File: src/rtl/csa_resolver.sv
// Resolves a carry-save (sum, carry) pair into a plain binary value using a
// narrow slice adder that walks the operand LSB-first, one CHUNK per cycle.
module csa_resolver #(
    parameter int W     = 13,
    parameter int CHUNK = 4
) (
    input  logic           clk,
    input  logic           rst_n,
    input  logic           in_valid,
    output logic           in_ready,
    input  logic [W-1:0]   in_sum,
    input  logic [W-1:0]   in_carry,
    output logic           out_valid,
    input  logic           out_ready,
    output logic [W+1:0]   out_value,
    output logic           busy
);

    localparam int WO     = W + 2;
    localparam int NCHUNK = (WO + CHUNK - 1) / CHUNK;
    localparam int KW     = (NCHUNK > 1) ? $clog2(NCHUNK) : 1;

    typedef enum logic [1:0] {
        IDLE,
        RUN,
        DONE
    } state_t;

    state_t          state;
    state_t          state_next;
    logic [WO-1:0]   a_reg;
    logic [WO-1:0]   b_reg;
    logic [WO-1:0]   result;
    logic [WO-1:0]   result_next;
    logic            carry;
    logic [KW-1:0]   k;
    logic [CHUNK-1:0] a_slice;
    logic [CHUNK-1:0] b_slice;
    logic [CHUNK:0]  slice_sum;
    logic            last_slice;

    assign last_slice = (int'(k) == NCHUNK - 1);

    // Bits of the last slice beyond the operand width read as zero.
    always_comb begin
        a_slice = '0;
        b_slice = '0;
        for (int i = 0; i < WO; i++) begin
            if (i / CHUNK == int'(k)) begin
                a_slice[i % CHUNK] = a_reg[i];
                b_slice[i % CHUNK] = b_reg[i];
            end
        end
    end

    assign slice_sum = {1'b0, a_slice} + {1'b0, b_slice} + {{CHUNK{1'b0}}, carry};

    always_comb begin
        result_next = result;
        for (int i = 0; i < WO; i++) begin
            if (i / CHUNK == int'(k)) begin
                result_next[i] = slice_sum[i % CHUNK];
            end
        end
    end

    always_ff @(posedge clk or negedge rst_n) begin
        if (!rst_n) begin
            state <= IDLE;
        end else begin
            state <= state_next;
        end
    end

    always_comb begin
        state_next = state;
        in_ready   = 1'b0;
        out_valid  = 1'b0;
        case (state)
            IDLE: begin
                in_ready = 1'b1;
                if (in_valid) begin
                    state_next = RUN;
                end
            end
            RUN: begin
                if (last_slice) begin
                    state_next = DONE;
                end
            end
            DONE: begin
                out_valid = 1'b1;
                if (out_ready) begin
                    state_next = IDLE;
                end
            end
            default: state_next = IDLE;
        endcase
    end

    // The carry vector carries weight 2^(i+1), hence the one-bit left shift.
    always_ff @(posedge clk or negedge rst_n) begin
        if (!rst_n) begin
            a_reg  <= '0;
            b_reg  <= '0;
            result <= '0;
            carry  <= 1'b0;
            k      <= '0;
        end else begin
            case (state)
                IDLE: begin
                    if (in_valid) begin
                        a_reg <= {2'b00, in_sum};
                        b_reg <= {1'b0, in_carry, 1'b0};
                        carry <= 1'b0;
                        k     <= '0;
                    end
                end
                RUN: begin
                    result <= result_next;
                    carry  <= slice_sum[CHUNK];
                    k      <= last_slice ? '0 : k + 1'b1;
                end
                default: ;
            endcase
        end
    end

    assign out_value = result;
    assign busy      = (state != IDLE);

endmodule

File: config.mk
export PLATFORM = sky130hd
export DESIGN_NAME = csa_resolver
export DESIGN_NICKNAME = d
export VERILOG_FILES = /design/src/rtl/csa_resolver.sv
export SDC_FILE = /design/constraint.sdc
export NUM_CORES = 1
export LEC_CHECK = 0
export ABC_AREA = 1
export CAP_MARGIN = 20
export CORE_ASPECT_RATIO = 1.25
export CORE_MARGIN = 5
export CORE_UTILIZATION = 52
export CTS_BUF_LIST = sky130_fd_sc_hd__clkbuf_4
export CTS_CLUSTER_DIAMETER = 80
export DETAILED_ROUTE_END_ITERATION = 6
export PLACE_DENSITY = 0.85
export SYNTH_ARGS = -nofsm -noshare
export SYNTH_HDL_FRONTEND = slang
export SYNTH_SLANG_ARGS = --single-unit
File: constraint.sdc
create_clock -name clk -period 2.9 [get_ports clk]
set_input_delay 0.58 -clock clk [delete_from_list [all_inputs] [get_ports clk]]
set_output_delay 0.58 -clock clk [all_outputs]
set_load 0.05 [all_outputs]
## After elaboration in Yosys (flattened, before gate mapping)

Index checks and enable logic that the tools add are counted.

- Register bits after elaboration: 46
- Logic and storage cells: 72
- Output and inout port bits: 18
- Input port bits: 30

- Equality and inequality tests: 9
- Mux-type cells: 40
- $add $sub $neg: 3
- Reductions and logical operators: 11

Operators by type and width:

| kind | number |
|---|---|
| 2-to-1 mux 1 bit | 32 |
| AND reduction 2 bit | 6 |
| 2-to-1 mux 2 bit | 5 |
| != test 2 bit (second input constant) | 3 |
| case mux 2 bit (3 select lines) | 1 |
| adder 4 x 4 -> 5 bit | 1 |
| adder 5 x 1 -> 5 bit | 1 |
| equality test 2 x 1 -> 1 bit (second input constant) | 2 |
| equality test 2 bit (first input constant) | 2 |
| zero test 2 bit | 2 |
| case mux 2 bit (2 select lines) | 1 |
| nonzero test 2 bit | 2 |
| AND reduction 3 bit | 1 |
| adder 2 x 1 -> 2 bit (second input constant) | 1 |
| equality test 1 x 2 -> 1 bit (first input constant) | 1 |
| equality test 2 bit (second input constant) | 1 |
| case mux 1 bit (2 select lines) | 1 |

## Depth between registers and ports, before layout

- Depth in word-level cells: 8
- Mapped depth: 14
- Gate-level depth less buffers: 14

## Least setup slack after synthesis

No wires, ideal clock.

- Kind: register -> register
- Start point: register k[0]
- End point: register result[13], in the netlist out_value[13]
- Library setup time: 0.083 ns
- Cell stages (with the launch flop): 13
- Required time: 2.817 ns
- Buffers on the path: 2
- Arrival: 2.365 ns
- Setup slack: 0.452 ns
- Cells stage by stage: dfrtp_1 > inv_1 > ha_1 > buf_4 > inv_2 > buf_2 > or2_0 > nand3_1 > nand2_1 > fa_1 > inv_1 > fa_1 > o21ai_0

- Word-level cells in the longest chain between the ends: 7

Ends and longest elaborated chain:

| item | RTL line | RTL |
|---|---|---|
| start, declared | 36 | `logic [KW-1:0] k;` |
| start signal, assigned | 122 | `k <= last_slice ? '0 : k + 1'b1;` |
| zero test 2 bit | 49 | `if (i / CHUNK == int'(k)) begin` |
| 2-to-1 mux 1 bit (4 in series) | 49 |  |
| adder 4 x 4 -> 5 bit | 56 | `assign slice_sum = {1'b0, a_slice} + {1'b0, b_slice} + {{CHUNK{1'b0}}, carry};` |
| adder 5 x 1 -> 5 bit | 56 |  |
| end signal, assigned | 120 | `result <= result_next;` |
| end, declared | 33 | `logic [WO-1:0] result;` |

Parallel ways exist; a longest one is shown, timed or not.
A chain may end at the register's enable or synchronous reset.

## Worst setup path in the final report

Same ends and word-level chain as after synthesis.

==> flow_summary_export.csv <==
group,metric,value,unit
drt,drcViolationCount,0,
run,drv_cap,0,
clock_network,htreeDepth,2,
layout,finalNetCount,362,
sta,maxSlewViolCount,0,
floorplan,design.die.area,5756,µm²
sta,finalHoldViolations,0,
logic_synthesis,synth_cells,272,
logic_synthesis,yosysTopAreaCell,"dfrtp_1",
clock_network,cts_tree,"done",
sta,max_slew_margin,66.25,%
global_route,grt_max_degree,47,
power_and_ir_drop,seqPwrFrac,32.0,%
sta,post-route-period-util,93.84,%
sta,fin_skew,0.005615,ns
drt,wl_met1,1.884,mm
floorplan,fp.dieW,68.87,µm
sta,clock.fmax,367.4,MHz
drt,wl_per_cell,12.18,µm
global_route,antenna_found_initial,0,
power_and_ir_drop,pwr-share-clk,7.4,%
layout,multiInputGateArea,969.7,µm²
layout,fin_cells,378,
logic_synthesis,syn_area,2252,µm²
clock_network,numCtsBuffers,5,
sta,tns,0,ns
drt,finalWirelength,4.604,mm
drt,drtIter0Drc,109,
logic_synthesis,synth_edf_count,0,
sta,rsz0062_at_grt,"no",
drt,drtAntennaViolNets,0,
layout,antenna_cells,0,
layout,fill_cells,355,
clock_network,postCtsSetupRepairBufs,0,
placement,place_area,2753,µm²
drt,via_per_inst,4.923,
logic_synthesis,syn_area_per_cell,8.280,µm²
global_route,overflow,0,
worst_setup_path,startpoint_type,"flip-flop",
global_route,grt_pass1_vias,1819,
power_and_ir_drop,intPower,1.757,mW
drt,top_layer,"met4",
worst_setup_path,end_kind,"flip-flop",
logic_synthesis,synthDistinctLibCells,24,
logic_synthesis,synth_commonest_cells,"nand2_1 (134), dfrtp_1 (46), inv_1 (13), nand3_1 (13), a21oi_1 (11)",
clock_network,numClockSinks,46,
clock_network,hold_buffers,0,
sta,layout_min_cycle_time,2.721,ns
layout,final_layout_size_suffix_gt1_share,7.764,%
layout,seq_area,1151,µm²
floorplan,io_pins,48,
logic_synthesis,yosys_most_used_dff,"dfrtp_1",
global_route,grt_usage,18.05,%
layout,final_area,2821,µm²
placement,dp.cells,371,
logic_synthesis,yosysMostFrequentCell,"nand2_1",
drt,firstDrtPassIters,4,
clock_network,root_buffer,"clkbuf_4",
power_and_ir_drop,combPwrFrac,60.6,%
floorplan,core_area,4131,µm²
power_and_ir_drop,ir_drop,0.0004705,V
status,status,"finished, final reports clean",
worst_setup_path,worst_ep_required_time,3.18,ns
worst_setup_path,crit_fanout,11,
logic_synthesis,seq_area_frac_synth,51.11,%
worst_hold_path,hp-class,"input port to asynchronous set/reset pin",
logic_synthesis,synth_area_leaders,"dfrtp_1 (51%), nand2_1 (22%), ha_1 (3.9%)",
worst_setup_path,criticalPathCategory,"flip-flop to flip-flop",
floorplan,start_util,54.51,%
clock_network,cts-resized-gates,0,
logic_synthesis,ys_async_sr_fraction,100.0,%
clock_network,clk_pin_slew,0.11,ns
logic_synthesis,synth_top_area_share,51.11,%
clock_network,clock_path_buffers,2,
drt,vias,1861,
placement,place_congestion,0.8755,
logic_synthesis,yosys_warnings,0,
global_route,grt_pass1_wl,7.866,mm
power_and_ir_drop,p_sw_share,50.36,%
worst_setup_path,crit_arrival,3.00,ns
power_and_ir_drop,power.switching,1.782,mW
layout,largest_register_ffs,15,
placement,dp_hpwl,3.610,mm
logic_synthesis,synth_nets,311,
sta,finalSetupViolCount,0,
drt,wl_met3,208,µm
power_and_ir_drop,p_total,3.539,mW
power_and_ir_drop,power.density,1254,nW/µm²
clock_network,worstSkewPairLatency,0.36,ns
placement,port_buffers,47,
logic_synthesis,ys_ff_latch,46,
floorplan,fp.dieH,83.58,µm
sta,worst_slew_pin_slew,0.5046,ns
drt,wl_met2,2.328,mm
floorplan,rows,26,
layout,area_growth,25.28,%
power_and_ir_drop,p_leak,1.426,nW
-- layer usage --
| metal | vias to the layer above | global-route usage [%] |
|---|---|---|
| li1 | 950 | - |
| met1 | 837 | 20.95 |
| met2 | 54 | 30.21 |
| met3 | 20 | 3.235 |
| met4 | 0 | 9.929 |
| met5 | - | 0 |
-- power groups by stage --
stage / logic, mW / registers (mW) / clock network, mW
after CTS: 2.15 / 1.13 / 0.269
after global routing: 2.41 / 1.16 / 0.302
after detailed placement: 2.15 / 1.14 / 0
after floorplan: 1.30 / 1.40 / 0
after global placement: 2.09 / 1.13 / 0
final: 2.14 / 1.13 / 0.263
-- critical path, stage by stage, from the launching register on --
cell and delay [ns]:
dfrtp_1 0.44, inv_1 0.11, ha_1 0.37, inv_2 0.18, or2_0 0.23, nand3_1 0.08, nand2_1 0.07, fa_1 0.44
inv_1 0.09, fa_1 0.46, o21ai_0 0.18
-- cell usage in the layout, fill, tap and decap left out, drive strengths merged --
cell type,n
fa,2
o211ai,2
clkinv,1
a21oi,11
o21ai,13
nand3,13
inv,21
xnor2,1
ha,7
a31oi,1
nor2,12
clkdlybuf4s50,46
buf,4
o31ai,1
clkbuf,5
or2,1
nand2,135
dfrtp,46
-- cell type report --
cell class | count | area share, %
clock inverters | 1 | 0.1330
flip-flops and latches | 46 | 40.80
multi-input cells | 199 | 34.37
repair buffers | 50 | 18.00
inverters | 21 | 2.882
well taps | 56 | 2.483
clock buffers | 5 | 1.330
-- stage by stage --
step,hold WS (ns),setup WS [ns],util (%)
2_1_floorplan,0.2844,0.4522,-
3_3_place_gp,0.4544,0.3303,66.63
3_5_place_dp,0.4568,0.2352,66.63
4_1_cts,0.3982,0.2008,67.63
5_1_grt,0.1956,0.03966,68.29
6_report,0.1722,0.1785,68.29
-- final timing paths --
kind | start | end | slack [ns] | cells past startpoint
worst max-delay path | k[0] | out_value[13] | 0.18 | 10
worst min-delay path | rst_n | out_value[3] | 0.17 | 1
worst max register to register | k[0] | out_value[13] | 0.18 | 10
worst min register to register | a_reg[10] | a_reg[10] | 0.48 | 2
max in group asynchronous | rst_n | a_reg[4] | 2.24 | 2
min in group clk | a_reg[10] | a_reg[10] | 0.48 | 2
-- cell families after synthesis --
kind of cell | Yosys count | share of synthesized area, %
buf+inv | 27 | 5.834
flops | 46 | 51.11
compound gates | 28 | 6.944
fa+ha+maj | 9 | 5.667
xor+xnor | 1 | 0.3890
simple gates | 161 | 30.06
Note: power is estimated with default switching activity, not from simulation.
